**src/rtl/dmem_pkg.sv**
```systemverilog
// rtl/dmem_pkg.sv - shared types and byte-enable helper for the data memory controller
//
// Purpose: access-size and FSM state enums, plus the byte-lane mask helper
//          used by the store path.
// Ports:   none (package).
package dmem_pkg;

   typedef enum logic [1:0] {
      SZ_B = 2'b00,
      SZ_H = 2'b01,
      SZ_W = 2'b10
   } size_e;

   typedef enum logic {
      CLEAR = 1'b0,
      IDLE  = 1'b1
   } state_e;

   // Byte lanes touched by an access of the given size at byte offset off.
   // The illegal size encoding yields no lanes.
   function automatic logic [3:0] be_mask(size_e size, logic [1:0] off);
      logic [3:0] m;
      case (size)
         SZ_B:    m = 4'b0001 << off;
         SZ_H:    m = 4'b0011 << off;
         SZ_W:    m = 4'b1111;
         default: m = 4'b0000;
      endcase
      return m;
   endfunction

endpackage

```
**src/rtl/dmem_lane_align.sv**
```systemverilog
// rtl/dmem_lane_align.sv - byte-lane steering for stores and loads
//
// Purpose: purely combinational lane logic.
//   Store side: replicates right-justified store data across the word and
//               produces the byte enables for size/offset.
//   Load side:  extracts the addressed byte/halfword from a read word and
//               sign- or zero-extends it.
// Ports:
//   st_size, st_off, st_wdata   store request size, byte offset, raw data
//   st_wdata_rep, st_be         replicated data and byte enables
//   ld_size, ld_off, ld_unsigned, ld_word   registered load descriptor and word
//   ld_data                     extended load result
module dmem_lane_align
   import dmem_pkg::*;
(
   input  size_e       st_size,
   input  logic [1:0]  st_off,
   input  logic [31:0] st_wdata,
   output logic [31:0] st_wdata_rep,
   output logic [3:0]  st_be,
   input  size_e       ld_size,
   input  logic [1:0]  ld_off,
   input  logic        ld_unsigned,
   input  logic [31:0] ld_word,
   output logic [31:0] ld_data
);

   logic [31:0] ld_shift;

   always_comb begin
      st_wdata_rep = st_wdata;
      case (st_size)
         SZ_B:    st_wdata_rep = {4{st_wdata[7:0]}};
         SZ_H:    st_wdata_rep = {2{st_wdata[15:0]}};
         default: st_wdata_rep = st_wdata;
      endcase
      st_be = be_mask(st_size, st_off);
   end

   // Bring the addressed lane down to bit 0, then extend from the access width.
   always_comb begin
      ld_shift = ld_word >> {ld_off, 3'b000};
      ld_data  = ld_word;
      case (ld_size)
         SZ_B:    ld_data = ld_unsigned ? {24'h0, ld_shift[7:0]}
                                        : {{24{ld_shift[7]}}, ld_shift[7:0]};
         SZ_H:    ld_data = ld_unsigned ? {16'h0, ld_shift[15:0]}
                                        : {{16{ld_shift[15]}}, ld_shift[15:0]};
         default: ld_data = ld_word;
      endcase
   end

endmodule

```
**src/rtl/dmem_ctrl.sv**
```systemverilog
// rtl/dmem_ctrl.sv - word-organised data RAM with valid/ready requests and byte/half/word access
//
// Purpose: RAM array, zero-fill FSM and one-cycle registered response path.
// Ports:
//   clk, reset          clock; synchronous active-high reset
//   req_valid/req_ready request handshake
//   req_we, req_addr, req_wdata, req_size, req_unsigned   request fields
//   rsp_valid, rsp_rdata, rsp_err                          one-cycle response
//   busy                high while the post-reset zero-fill runs
module dmem_ctrl
   import dmem_pkg::*;
#(
   parameter int DEPTH          = 64,
   parameter bit CLEAR_ON_RESET = 1'b1,
   parameter int IDX_W          = $clog2(DEPTH)
) (
   input  logic        clk,
   input  logic        reset,
   input  logic        req_valid,
   output logic        req_ready,
   input  logic        req_we,
   input  logic [31:0] req_addr,
   input  logic [31:0] req_wdata,
   input  logic [1:0]  req_size,
   input  logic        req_unsigned,
   output logic        rsp_valid,
   output logic [31:0] rsp_rdata,
   output logic        rsp_err,
   output logic        busy
);

   localparam logic [IDX_W-1:0] LAST_IDX = IDX_W'(DEPTH - 1);

   logic [31:0]      mem [DEPTH];
   state_e           state, state_nxt;
   logic [IDX_W-1:0] cnt, cnt_nxt;

   size_e            size;
   logic [IDX_W-1:0] idx;
   logic [1:0]       off;
   logic             hs, err, wr_en, rd_en;
   logic [31:0]      wdata_rep;
   logic [3:0]       be;

   logic             rsp_ld;
   size_e            rsp_size;
   logic [1:0]       rsp_off;
   logic             rsp_uns;
   logic [31:0]      rd_word;
   logic [31:0]      ld_data;

   // Ready and busy are forced to their reset values while reset is held,
   // independent of the state register.
   assign req_ready = !reset && (state == IDLE);
   assign busy      = reset ? CLEAR_ON_RESET : (state == CLEAR);

   assign size = size_e'(req_size);
   assign idx  = req_addr[IDX_W+1:2];
   assign off  = req_addr[1:0];
   assign hs   = req_valid && req_ready;

   // Any address bit above the array span means out of range.
   assign err = (req_size == 2'b11)
             || (size == SZ_H && req_addr[0])
             || (size == SZ_W && req_addr[1:0] != 2'b00)
             || (|req_addr[31:IDX_W+2]);

   assign wr_en = hs && req_we && !err;
   assign rd_en = hs && !req_we && !err;

   dmem_lane_align u_align (
      .st_size      (size),
      .st_off       (off),
      .st_wdata     (req_wdata),
      .st_wdata_rep (wdata_rep),
      .st_be        (be),
      .ld_size      (rsp_size),
      .ld_off       (rsp_off),
      .ld_unsigned  (rsp_uns),
      .ld_word      (rd_word),
      .ld_data      (ld_data)
   );

   always_ff @(posedge clk) begin
      if (reset) begin
         state <= CLEAR_ON_RESET ? CLEAR : IDLE;
         cnt   <= '0;
      end else begin
         state <= state_nxt;
         cnt   <= cnt_nxt;
      end
   end

   always_comb begin
      state_nxt = state;
      cnt_nxt   = cnt;
      case (state)
         CLEAR: begin
            cnt_nxt = cnt + 1'b1;
            if (cnt == LAST_IDX) begin
               state_nxt = IDLE;
               cnt_nxt   = '0;
            end
         end
         default: ;
      endcase
   end

   always_ff @(posedge clk) begin
      if (!reset) begin
         if (state == CLEAR) begin
            mem[cnt] <= '0;
         end else if (wr_en) begin
            for (int b = 0; b < 4; b++) begin
               if (be[b]) mem[idx][8*b +: 8] <= wdata_rep[8*b +: 8];
            end
         end
      end
   end

   // The load word is captured at the accept edge; a store accepted the
   // previous cycle has already committed, so no bypass is required.
   always_ff @(posedge clk) begin
      if (reset) begin
         rsp_valid <= 1'b0;
         rsp_err   <= 1'b0;
         rsp_ld    <= 1'b0;
         rsp_size  <= SZ_W;
         rsp_off   <= 2'b00;
         rsp_uns   <= 1'b0;
         rd_word   <= '0;
      end else begin
         rsp_valid <= hs;
         rsp_err   <= hs && err;
         rsp_ld    <= rd_en;
         if (rd_en) begin
            rd_word  <= mem[idx];
            rsp_size <= size;
            rsp_off  <= off;
            rsp_uns  <= req_unsigned;
         end
      end
   end

   assign rsp_rdata = (rsp_valid && rsp_ld) ? ld_data : 32'h0;

endmodule

```
**config.mk**
```make
export PLATFORM = sky130hd
export DESIGN_NAME = dmem_ctrl
export DESIGN_NICKNAME = d
export VERILOG_FILES = /design/src/rtl/dmem_pkg.sv /design/src/rtl/dmem_lane_align.sv /design/src/rtl/dmem_ctrl.sv
export SDC_FILE = /design/constraint.sdc
export NUM_CORES = 2
export LEC_CHECK = 0
export ABC_CLOCK_PERIOD_IN_PS = 6100
export BUFFER_PORTS_ARGS = -buffer_cell sky130_fd_sc_hd__buf_2
export CAP_MARGIN = 20
export CORE_UTILIZATION = 45
export CTS_CLUSTER_DIAMETER = 80
export DETAILED_ROUTE_END_ITERATION = 10
export GPL_ROUTABILITY_DRIVEN = 1
export GPL_TIMING_DRIVEN = 1
export HOLD_SLACK_MARGIN = 0.02
export SYNTH_ARGS = -nofsm -noshare
export SYNTH_HDL_FRONTEND = slang
export SYNTH_HIERARCHICAL = 1
export SYNTH_SLANG_ARGS = --single-unit
```
**constraint.sdc**
```tcl
create_clock -name clk -period 6.1 [get_ports clk]
set_input_delay 0.915 -clock clk [delete_from_list [all_inputs] [get_ports clk]]
set_output_delay 0.915 -clock clk [all_outputs]
set_load 0.01 [all_outputs]
```
==> results.cfg <==
[synthesis]
syn_inst = 4349
synth_edf_count = 2048
ys_warn_count = 6
async_flop_share_pct = 0
ys_ff_latch = 2095
synth_ff_type = edfxtp_1
syn_area_mm2 = 0.0828
avgSynthCellArea_um2 = 19.0
yosysSeqAreaShare_pct = 75.4
synth_nets = 4421
yosysUniqueCellTypes = 65

[clock_network]
cts_resized = 0
cts_setup_buffers = 0
clock_path_buffers = 3
clk_latency_ns = 0.86
clkSinkCount = 2095
cts_max_level = 4
cts_buffers = 211
clk_pin_slew_ns = 0.06
cts_tree = built
holdBufCountCts = 0
clock-root-buffer = clkbuf_16

[pwr]
ir_worst_vdd_mv = 0.300
p_per_area_mw_per_mm2 = 321
power.leakage_nw = 33.5

[placement]
numPortBuffers = 106
dp_hpwl_mm = 150
place_congestion = 0.891
dp_slack_ns = 0.455

[detailed_routing]
wl_mm = 230
avgViaCountPerCell = 6.01
drt_iter0_drc = 4916
wl_per_cell_um = 31.7
via_count = 43600
ant_nets = 0
dr.pass1.iters = 5
route.detailed.drc = 0

[layout]
drive_gt1_share_pct = 23.3
fin_util_pct = 51.6
area_delta_synth_final_pct = 14.0
nets = 4665

[floorplan]
ioPinCount = 107
die_y_um = 431
rows = 157
fp.dieW_um = 431
dieArea_mm2 = 0.186
core_mm2 = 0.183
start_util_pct = 45.3

[timing]
fin_crit_ns = 5.00
finalCritPeriodShare_pct = 82.0
clock.fmax_mhz = 200
clock_skew_ns = 0.0393
hold_viol = 0
setup_viol_count_final = 0
finalMaxSlewViolations = 0
worst_pin_slew_ns = 1.27
fin_ws_ns = 1.10
finalSetupTns_ns = 0
rsz0062_at_grt = false
slew_headroom_pct = 15.2

[outcome]
status = completed

[grt]
grt_usage_pct = 24.6
overflow = 0
antenna_found_initial = 12
grt_pass1_vias = 43300
grt_pass1_wl_mm = 324
grt_max_degree = 109

[job]
drv_cap = 0

[hold_path]
hold_class = input pin to flop

[critical_path]
cp-end-kind = flop
required_ns = 6.56
worst-setup-path-type = flop to flop
crit_arrival_ns = 5.46
crit_fanout = 53
start_kind = flop
## power by group
| group | internal, mW | switching, mW |
|---|---|---|
| Combinational | 0.397 | 0.762 |
| Clock | 8.03 | 5.50 |
| Sequential | 15.6 | 0.0135 |
| Total | 24.0 | 6.27 |
## cell usage after synthesis (4+ instances only)
cell,instances,area [um2]
edfxtp_1,2048,61500
mux4_2,393,8850
nor2_1,328,1230
mux2i_1,325,3250
a22oi_1,173,1300
nand2_1,169,634
clkbuf_1,126,473
o21ai_0,111,556
buf_2,89,445
a21oi_1,70,350
nand3_1,60,300
dfxtp_1,47,941
and2_1,38,238
and3_1,33,206
buf_4,32,240
o22ai_1,28,175
nor3_1,27,135
mux2_2,24,270
buf_1,20,75.1
a2111oi_0,15,131
a221oi_1,14,123
nor2b_1,14,87.6
o221ai_1,14,123
buf_6,12,135
nand3b_1,12,90.1
o21ai_1,12,60.1
nor4_1,10,62.6
inv_1,9,33.8
o31ai_1,8,60.1
a22o_1,7,61.3
o211a_1,7,70.1
a21o_1,6,45.0
nand2b_1,6,37.5
o2bb2ai_1,6,52.6
a31oi_1,5,31.3
a31oi_2,5,62.6
nand4_1,5,31.3
o211ai_1,4,30.0
## critical path, cell delays in order, from the launching register on
cell,delay [ns]
dfxtp_1,0.72
nor2b_1,0.36
nand2_1,0.19
nor4_4,0.41
buf_12,0.30
mux2i_1,1.04
nand2_1,0.76
nor2_1,0.75
## cell usage in the layout, fill, tap and decap left out, drive strengths merged, types with 3 or more instances in the layout
master	instances
nand3	60
o211a	7
or2	4
nor3	27
a21o	6
clkinv	97
o221ai	14
bufinv	37
a22oi	173
nor4b	3
dfxtp	47
a31oi	11
nand3b	12
o21ai	123
and3	33
a2111oi	15
a21oi	72
o211ai	4
nor2	328
o2bb2ai	6
a22o	7
buf	308
diode	11
mux2i	325
inv	17
or4	3
clkbuf	249
nand2b	6
mux2	24
nor2b	14
edfxtp	2048
a221oi	15
o22ai	28
nor4	11
nand4	5
mux4	393
and2	39
nand2	169
clkinvlp	7
o31ai	8
## worst paths after layout
check | from | endpoint | slack (ns) | cells after the start
max | state | mem[6][11] | 1.10 | 7
max reg2reg | state | mem[6][11] | 1.10 | 7
min reg2reg | rsp_uns | rsp_uns | 0.46 | 2
min | req_unsigned | rsp_uns | 0.33 | 3
## kinds of logic after synthesis
| group | count (synthesis) | share of synthesized area (%) |
|---|---|---|
| adder cells (fa/ha/maj) | 1 | 0.0151 |
| buffers and inverters | 290 | 1.70 |
| flip-flops | 2095 | 75.4 |
| XOR/XNOR | 2 | 0.0211 |
| AND/OR/NAND/NOR | 720 | 3.87 |
| AO/OA/AOI/OAI | 499 | 4.08 |
| multiplexers | 742 | 14.9 |
## layer usage
layer  wire length [um]  GRT usage (%)  vias to the layer above
met5                  0              0                        -
met4               9930           9.60                        0
met3              18800           4.60                      384
met2             109000           39.2                     2034
met1              92200           33.8                    23000
li1                   -              -                    18200
## through the flow
stage	hold WS [ns]	instance area, um2	std cells	power (mW)
5_1_grt	0.307	94400	7244	31.0
6_report	0.328	94400	7249	30.3
3_5_place_dp	0.450	87100	6840	17.1
4_1_cts	0.269	94300	7234	30.4
2_1_floorplan	0.430	82800	4349	16.6
3_3_place_gp	0.450	87000	6836	17.1
## area by class of cell
cell class / count / area, um2
flip-flops and latches: 2095 / 62400
fillers: 14600 / 88500
diodes: 11 / 27.5
inverters: 11 / 42.5
repair buffers: 310 / 2410
clock buffers: 247 / 5520
clock inverters: 147 / 1730
multi-input cells: 1964 / 19200
well taps: 2464 / 3080
## state kept, by name (all words and copies together), names as in the netlist
signal,count
rsp_size,2
state,1
rsp_valid,1
mem,2048
rsp_err,1
rsp_off,2
rsp_uns,1
rsp_ld,1
rd_word,32
cnt,6
(Power assumes the default switching activity.)
